**src/rtl/fe_mont_exp.sv**
```systemverilog
// fe_mont_exp: modular exponentiation y = x^e mod p, p = 2^255 - 19.
// Left-to-right square-and-multiply carried out in the Montgomery domain
// (R = 2^255). Every multiplication is delegated to an external radix-2
// Montgomery multiplier through the mm_* handshake.
//
// Ports:
//   clk, rst      clock, asynchronous active-high reset
//   start         one-cycle request, sampled only while idle
//   x, e          base (< p) and exponent, captured on an accepted start
//   busy, done    busy from the cycle after start until done; done pulses once
//   y             fully reduced result, held until the next accepted start
//   mm_a, mm_b    registered multiplier operands
//   mm_rst        multiplier load strobe (one cycle per multiplication)
//   mm_out        multiplier result a*b*2^-255 mod p (may be >= p)
//   mm_done       multiplier completion pulse
//
// Build option: define MONT_EXP_CT_EN for a constant-time schedule, in which
// the multiply step runs for every exponent bit and the result of a
// zero-bit multiply is discarded into a dummy slot.
module fe_mont_exp #(
   parameter int EXP_W = 255,
   parameter int FE_W  = 255
) (
   input  logic             clk,
   input  logic             rst,
   input  logic             start,
   input  logic [FE_W-1:0]  x,
   input  logic [EXP_W-1:0] e,
   output logic             busy,
   output logic             done,
   output logic [FE_W-1:0]  y,
   output logic [FE_W-1:0]  mm_a,
   output logic [FE_W-1:0]  mm_b,
   output logic             mm_rst,
   input  logic [FE_W-1:0]  mm_out,
   input  logic             mm_done
);

   localparam int IW = (EXP_W > 1) ? $clog2(EXP_W) : 1;
   localparam logic [FE_W-1:0] P      = {FE_W{1'b1}} - FE_W'(18);
   localparam logic [FE_W-1:0] ONE_M  = FE_W'(19);   // R mod p
   localparam logic [FE_W-1:0] R2     = FE_W'(361);  // R^2 mod p
   localparam logic [FE_W-1:0] FE_ONE = FE_W'(1);

   typedef enum logic [2:0] {IDLE, TOM, SQR, MUL, NEXT, FROM, FIN} state_t;

   state_t          state_r, state_s;
   logic            waiting_r, waiting_s;   // 0 in the load cycle of a multiply
   logic [EXP_W-1:0] e_r, e_s;
   logic [IW-1:0]   i_r, i_s;
   // Slot 1 is the accumulator; slot 0 only ever receives discarded
   // multiply results in the constant-time build.
   logic [FE_W-1:0] acc_r [2];
   logic [FE_W-1:0] acc_s [2];
   logic [FE_W-1:0] xm_r, xm_s;
   logic [FE_W-1:0] res_r, res_s;
   logic            busy_s, done_s, mm_rst_s;
   logic [FE_W-1:0] y_s, mm_a_s, mm_b_s;
   logic            ld_s;
   logic [FE_W-1:0] ld_a_s, ld_b_s;
   logic            step_done_s, e_bit_s;

   // mm_done only counts once the load cycle has passed
   assign step_done_s = waiting_r & mm_done;
   assign e_bit_s     = e_r[i_r];

   // Next-state and datapath decisions for the sequencer
   always_comb begin
      state_s   = state_r;
      waiting_s = 1'b1;
      e_s       = e_r;
      i_s       = i_r;
      acc_s     = acc_r;
      xm_s      = xm_r;
      res_s     = res_r;
      busy_s    = busy;
      done_s    = 1'b0;
      y_s       = y;
      mm_a_s    = mm_a;
      mm_b_s    = mm_b;
      mm_rst_s  = 1'b0;
      ld_s      = 1'b0;
      ld_a_s    = acc_r[1];
      ld_b_s    = acc_r[1];
      case (state_r)
         IDLE: begin
            if (start) begin
               e_s      = e;
               i_s      = IW'(EXP_W - 1);
               acc_s[1] = ONE_M;
               busy_s   = 1'b1;
               state_s  = TOM;
               ld_s     = 1'b1;
               ld_a_s   = x;
               ld_b_s   = R2;
            end else begin
               state_s = IDLE;
            end
         end
         TOM: begin
            if (step_done_s) begin
               xm_s    = mm_out;
               state_s = SQR;
               ld_s    = 1'b1;
            end else begin
               state_s = TOM;
            end
         end
         SQR: begin
            if (step_done_s) begin
               acc_s[1] = mm_out;
               ld_a_s   = mm_out;
               ld_b_s   = xm_r;
`ifdef MONT_EXP_CT_EN
               state_s  = MUL;
               ld_s     = 1'b1;
`else
               if (e_bit_s) begin
                  state_s = MUL;
                  ld_s    = 1'b1;
               end else begin
                  state_s = NEXT;
               end
`endif
            end else begin
               state_s = SQR;
            end
         end
         MUL: begin
            if (step_done_s) begin
`ifdef MONT_EXP_CT_EN
               acc_s[e_bit_s] = mm_out;
`else
               acc_s[1] = mm_out;
`endif
               state_s = NEXT;
            end else begin
               state_s = MUL;
            end
         end
         NEXT: begin
            ld_s = 1'b1;
            if (i_r == IW'(0)) begin
               state_s = FROM;
               ld_b_s  = FE_ONE;
            end else begin
               i_s     = i_r - IW'(1);
               state_s = SQR;
            end
         end
         FROM: begin
            if (step_done_s) begin
               res_s   = mm_out;
               state_s = FIN;
            end else begin
               state_s = FROM;
            end
         end
         FIN: begin
            // Multiplier output lies in [0, 2^255), so one subtraction suffices
            y_s     = (res_r >= P) ? (res_r - P) : res_r;
            done_s  = 1'b1;
            busy_s  = 1'b0;
            state_s = IDLE;
         end
         default: begin
            busy_s  = 1'b0;
            state_s = IDLE;
         end
      endcase
      if (ld_s) begin
         mm_a_s    = ld_a_s;
         mm_b_s    = ld_b_s;
         mm_rst_s  = 1'b1;
         waiting_s = 1'b0;
      end else begin
         mm_rst_s = 1'b0;
      end
   end

   // State, datapath and registered outputs; reset holds the multiplier in reset
   always_ff @(posedge clk or posedge rst) begin
      if (rst) begin
         state_r   <= IDLE;
         waiting_r <= 1'b0;
         e_r       <= '0;
         i_r       <= '0;
         acc_r[0]  <= '0;
         acc_r[1]  <= '0;
         xm_r      <= '0;
         res_r     <= '0;
         busy      <= 1'b0;
         done      <= 1'b0;
         y         <= '0;
         mm_a      <= '0;
         mm_b      <= '0;
         mm_rst    <= 1'b1;
      end else begin
         state_r   <= state_s;
         waiting_r <= waiting_s;
         e_r       <= e_s;
         i_r       <= i_s;
         acc_r     <= acc_s;
         xm_r      <= xm_s;
         res_r     <= res_s;
         busy      <= busy_s;
         done      <= done_s;
         y         <= y_s;
         mm_a      <= mm_a_s;
         mm_b      <= mm_b_s;
         mm_rst    <= mm_rst_s;
      end
   end

endmodule

```
**config.mk**
```make
export PLATFORM = sky130hd
export DESIGN_NAME = fe_mont_exp
export DESIGN_NICKNAME = d
export VERILOG_FILES = /design/src/rtl/fe_mont_exp.sv
export SDC_FILE = /design/constraint.sdc
export NUM_CORES = 2
export LEC_CHECK = 0
export BUFFER_PORTS_ARGS = -buffer_cell sky130_fd_sc_hd__buf_2
export CAP_MARGIN = 20
export CORE_AREA = 2 2 604 606
export CTS_CLUSTER_SIZE = 25
export DETAILED_ROUTE_END_ITERATION = 7
export DIE_AREA = 0 0 606 608
export HOLD_SLACK_MARGIN = 0.05
export PLACE_DENSITY = 0.49
export SYNTH_ARGS = -nofsm -noshare
export SYNTH_HDL_FRONTEND = slang
export SYNTH_SLANG_ARGS = --single-unit
```
**constraint.sdc**
```tcl
create_clock -name clk -period 84.2 [get_ports clk]
set_input_delay 16.84 -clock clk [delete_from_list [all_inputs] [get_ports clk]]
set_output_delay 16.84 -clock clk [all_outputs]
set_load 0.005 [all_outputs]
```
# After elaboration in Yosys (flattened, before gate mapping)
# Index checks and enable logic that the tools add are counted.
totals:
  register_bits: 1800
  input_bits: 769
  output_inout_bits: 768
  word_cells: 72
classes:
  n_addsub: 2
  n_lt_le_gt_ge: 2
  n_eq_ne: 8
  n_mux: 33
  bitwise: 2
  n_reduce_logical: 12
op_table:
  columns: ["operator", "count"]
  rows:
  - ["two-way mux 255 bit", 7]
  - ["case mux 255 bit (2 select lines)", 2]
  - ["case mux 255 bit (3 select lines)", 1]
  - ["greater-or-equal comparator 255 bit, second input constant", 1]
  - ["subtractor 255 bit, second input constant", 1]
  - ["case mux 3 bit (6 select lines)", 1]
  - ["two-way mux 8 bit", 2]
  - ["case mux 8 bit (2 select lines)", 1]
  - ["two-way mux 3 bit", 4]
  - ["two-way mux 1 bit", 10]
  - ["AND reduction 2 bit", 5]
  - ["equality test 3 bit, second input constant", 3]
  - ["< comparator 8 x 9 -> 1 bit, second input constant", 1]
  - ["binary-select mux 1 bit (select 8 bit)", 1]
  - ["logical NOT 8 bit", 1]
  - ["subtractor 8 x 1 -> 8 bit, second input constant", 1]
  - ["equality test 3 x 2 -> 1 bit, second input constant", 2]
  - ["OR reduction 5 bit", 1]
  - ["two-way mux 2 bit", 2]
  - ["inequality test 2 bit, second input constant", 2]
  - ["case mux 1 bit (4 select lines)", 1]
  - ["nonzero test 2 bit", 2]
  - ["equality test 3 x 1 -> 1 bit, second input constant", 1]
  - ["logical NOT 3 bit", 1]
  - ["other kinds (5)", 5]

# Logic depth before layout (Yosys ltp)
depth:
  depth_word: 6
  depth_mapped: 17
  depth_no_buf: 8

# Least setup slack after synthesis
# Ideal clock, no wire load.
synth_path:
  kind: "input to register"
  start: "input port mm_done"
  end: "register mm_b[100]"
  setup_time_ns: 0.125
  arrival_ns: 18.878
  required_ns: 84.075
  path_slack_ns: 65.197
  path_stages: 11
  n_path_buf: 3
  path_cell_list: "and2_0 -> nand2_1 -> nor2_1 -> nand2_1 -> or4_1 -> o211ai_1 -> nand2b_4 -> buf_6 -> buf_6 -> buf_6 -> mux2_4"
synth_between:
  elab_chain_cells: 3
  word_cells_on_any_way: 6
  cone_classes: "mux (5); bitwise (1)"
synth_lines:
  columns: ["element", "line_no", "text"]
  rows:
  - ["start: declaration", "36", "input logic mm_done"]
  - ["AND 1 bit (*)", "64", "assign step_done_s = waiting_r & mm_done;"]
  - ["two-way mux 1 bit, or another cell as far along", "110", "if (step_done_s) begin"]
  - ["case mux 1 bit (4 select lines) or case mux 255 bit (3 select lines) (tied branches)", "85", "case (state_r)"]
  - ["end signal: assignment", "210", "mm_b <= mm_b_s;"]
  - ["end: declaration", "33", "output logic [FE_W-1:0] mm_b,"]
# Mark *: on every way between the ends. The rest lies on a longest branch, timed or not.
# A chain may end at the register's enable or synchronous reset.

# Worst setup path in the final report
layout_path:
  start: "input port mm_done"
  end: "register mm_a[138]"
layout_between:
  elab_chain_cells: 3
  word_cells_on_any_way: 6
  cone_classes: "mux (5); bitwise (1)"
layout_lines:
  columns: ["element", "line_no", "text"]
  rows:
  - ["AND 1 bit (*)", "64", null]
  - ["two-way mux 1 bit, or another cell as far along", "110", null]
  - ["case mux 1 bit (4 select lines) or case mux 255 bit (2 select lines) (tied branches)", "85", null]
  - ["end signal: assignment", "209", "mm_a <= mm_a_s;"]
  - ["end: declaration", "32", "output logic [FE_W-1:0] mm_a,"]
# Marked as above.

==> impl_results.md <==
* Status: complete, no violations
* Core area at ~360,000 um^2
* Register Area at ~45,000 um^2
* Fmax at approximately 0.044 GHz
* YS warnings at 0
* Max Cap Violations at 0
* Worst IR Drop VDD at between 0.02 and 0.025 mV
* Top cells by area, synth: dfrtp_1 (59%), mux2_2 (12%), a22o_1 (8.6%)
* Grt total ovfl at 0
* Startpoint class of the critical path: input pin
* Detail Placement HPWL at around 280,000 um
* Share of post-route cells with drive strength above 1 at between 40% and 50%
* First-pass GRT wire length at 512,000 um
* Max Fanout on Critical Path at between 60 and 70
* Layout Skew at between 0.07 and 0.08 ns
* Slew HR at roughly 26%
* Syn Std Cell Area at just under 80,000 um^2
* Critical path origin: mm_done
* Distinct cells, synth at 54
* Final min period at about 23 ns
* Worst-Margin Slew at approximately 1.1 ns
* Initial Utilization at 21.3%
* Average wire per standard cell at approximately 30 um
* Number of global-route vias before repair at 60.1k
* Rows at about 220
* Final hold violation count at 0
* All-Layer GR Usage at 19.7%
* Hold depth at 2
* RSZ-0062 raised after global routing: false
* Worst-path clk slew at 0.06 ns
* Syn_nets at roughly 7.0k
* Leakage at about 47 nW
* Vias at roughly 59k
* Post-synth ARST share at 100%
* R2R depth at 14
* Area delta synth->final at 26.2%
* Antenna violations before repair at 138
* Crit path required time at 84.95 ns
* Pwr Density at around 42 nW/um^2
* Postcts setup bufs at 0
* CTS tree: yes
* Die Width at 606 um
* Flops & latches, synth at between 1.5k and 2k
* Total Wirelength at roughly 370,000 um
* Final WS setup at 61.68 ns
* Largest net degree at the start of global routing at between 200 and 300
* Sequential area share after synthesis at approximately 59%
* Kind of critical path: in2reg
* Final GP Congestion at ~0.9
* DR vias/cell at ~4.7
* Die H at 608 um
* Clock Tree Root: clkbuf_16
* # setup viols final at 0
* CP Capture Type: register
* Hold Path Class: reg2reg
* Final nets at between 8k and 9k
* Reg2reg setup slack at between 70 and 80 ns
* Place WS at 60.70 ns
* Antenna Violating Nets Remaining at 0
* Clock Tree Buf Depth at 4
* Syn Inst Count at roughly 6.2k
* Area used by multi-input combinational logic at 29,800 um^2
* Clk Latency, worst-skew pair at a little over 0.9 ns
* 1st-iter DRT viols at 5,309
* Post-CTS sizing at 0
* Crit path to: mm_a[138]$_DFFE_PP0P_
* # fillers at between 30k and 40k
* Full die area at approximately 370,000 um^2
* Post-synth EDFFs at 0
* Final setup TNS at 0 ns
* Dominant cell type by area after synthesis: dfrtp_1
* Avg Cell Area, Syn at approximately 12 um^2
* CTS Sinks at roughly 1.8k
* Slew Limit Fails at 0
* Ports at 1,537
* Post-synth top area share at between 50% and 60%
* Pre-antenna DRT Iters at 6
* CTS H-Tree Depth at 4
* Cts bufs inserted at roughly 210
* DRC viols at 0
* R2r endpoint: mm_a[138]$_DFFE_PP0P_
* Fin crit share at 26.7%
* RR Startpoint: i_r[0]$_DFFE_PP0P_
* Critical path arrival at approximately 23 ns
* IO Port Bufs at roughly 1.5k
* Hold-fix buffers, CTS at 0
* Top_reg_cell synth: dfrtp_1
## per-layer routing
metal | global-route usage, % | up-vias | share of wire (%)
met5 | 0 | - | 0.11
met4 | 10.7 | 62 | 6.0
met3 | 4.58 | 657 | 7.4
met2 | 32.1 | 2420 | 47
met1 | 23.9 | 31000 | 39
li1 | - | 25100 | -
## state kept, by name (all words and copies together), names as in the netlist
signal and count:
acc_r 255, mm_a 255, waiting_r 1, y 255, e_r 255, res_r 255
done 1, i_r 8, xm_r 255, mm_b 255, busy 1, mm_rst 1
state_r 3
## through the flow
stage               util [%]  cells  hold slack (ns)  cell area [um^2]  total power [W]
floorplan                  -   6182            0.440             76900          0.00245
global placement        24.7  12100            0.453             89500          0.00307
detailed placement      24.7  12100            0.457             89500          0.00311
CTS                     26.7  12500            0.472             96700          0.00409
global route            26.8  12600            0.479             97000          0.00426
finish                  26.8  12700            0.467             97100          0.00404
## how the worst min path moves through the flow
stage / endpoint / start / slack [ns]
final: e_r[102]$_DFFE_PP0P_ / e_r[102]$_DFFE_PP0P_ / 0.47
after global routing: e_r[95]$_DFFE_PP0P_ / e_r[95]$_DFFE_PP0P_ / 0.48
after global placement: e_r[170]$_DFFE_PP0P_ / e_r[170]$_DFFE_PP0P_ / 0.45
after detailed placement: e_r[95]$_DFFE_PP0P_ / e_r[95]$_DFFE_PP0P_ / 0.46
after floorplan: e_r[145]$_DFFE_PP0P_ / e_r[145]$_DFFE_PP0P_ / 0.44
after CTS: e_r[145]$_DFFE_PP0P_ / e_r[145]$_DFFE_PP0P_ / 0.47
## report_power, final
part | total, W | switching [W] | internal [W]
logic | 0.00152 | 0.000815 | 0.000707
clock network | 0.000960 | 0.000403 | 0.000557
registers | 0.00155 | 0.000317 | 0.00124
total | 0.00404 | 0.00154 | 0.00250
## Yosys cell counts (2+ instances only)
library cell and n:
a311oi_1 2, a22o_1 753, and3_1 2, and4_1 2, xor2_1 2, a22oi_1 205
a31oi_1 8, nor3_1 13, buf_1 18, nand2b_1 7, nand2_1 1391, or2_2 4
mux2i_1 35, buf_6 32, nor2_1 33, or4_1 2, nand4_1 69, a222oi_1 3
inv_1 9, nor4_1 13, ha_1 4, mux2_2 796, dfrtp_1 1799, o21ai_0 77
and2_1 3, a2111oi_0 2, clkbuf_1 382, nor2b_1 11, buf_2 16, o22a_1 2
a21oi_1 135, o21a_1 3, xnor2_1 8, buf_4 23, mux2_4 230, o22ai_1 5
o211ai_1 2, nand3_1 18, mux4_2 48
## kinds of logic (layout without fill, tap and decap cells)
family | count (synthesis) | after routing | share of synthesized area [%]
and+or+nand+nor | 1573 | 1573 | 8.14
other | 0 | 114 | 0
DFF | 1800 | 1800 | 58.6
buffers and inverters | 481 | 2041 | 2.80
adders and majority gates | 4 | 4 | 0.0651
muxes | 1109 | 1109 | 18.0
xor gates and xnor gates | 10 | 10 | 0.114
AOI/OAI and AO/OA | 1205 | 1205 | 12.3
## area by class of cell
class | count | area share, %
Antenna cell | 114 | 0.294
Tap cell | 4794 | 6.18
Sequential cell | 1800 | 46.4
Clock buffer | 294 | 6.28
Inverter | 10 | 0.0464
Multi-Input combinational cell | 3901 | 30.7
Clock inverter | 90 | 1.09
Timing Repair Buffer | 1647 | 8.96
## worst max-delay path, cell delays in order
cell      delay, ns
buf_2          0.14
and2_4         0.14
buf_4          0.62
nand2_1        0.22
nor2_4         0.15
buf_4          0.58
nand2_1        0.14
o211ai_1       0.38
buf_4          0.29
nand2b_4       0.47
buf_4          0.76
buf_4          0.78
buf_4          0.94
mux2_2         0.42
## cell usage in the layout, fill, tap and decap left out, drive strengths merged, types with 5 or more instances in the layout
| cell | Yosys | final |
|---|---|---|
| bufinv | 0 | 16 |
| buf | 89 | 1647 |
| o21ai | 78 | 78 |
| nor2 | 33 | 33 |
| mux2i | 35 | 35 |
| clkinv | 1 | 57 |
| or2 | 5 | 5 |
| mux4 | 48 | 48 |
| nand4 | 69 | 69 |
| inv | 9 | 17 |
| nor2b | 11 | 11 |
| dfrtp | 1799 | 1799 |
| nand2b | 8 | 8 |
| o22ai | 5 | 5 |
| nor3 | 13 | 13 |
| a31oi | 8 | 8 |
| a22o | 753 | 753 |
| xnor2 | 8 | 8 |
| nand2 | 1391 | 1391 |
| a22oi | 205 | 205 |
| a21oi | 135 | 135 |
| nand3 | 18 | 18 |
| clkinvlp | 0 | 10 |
| diode | 0 | 114 |
| clkbuf | 382 | 294 |
| nor4 | 13 | 13 |
| mux2 | 1026 | 1026 |
(Power assumes the default switching activity.)
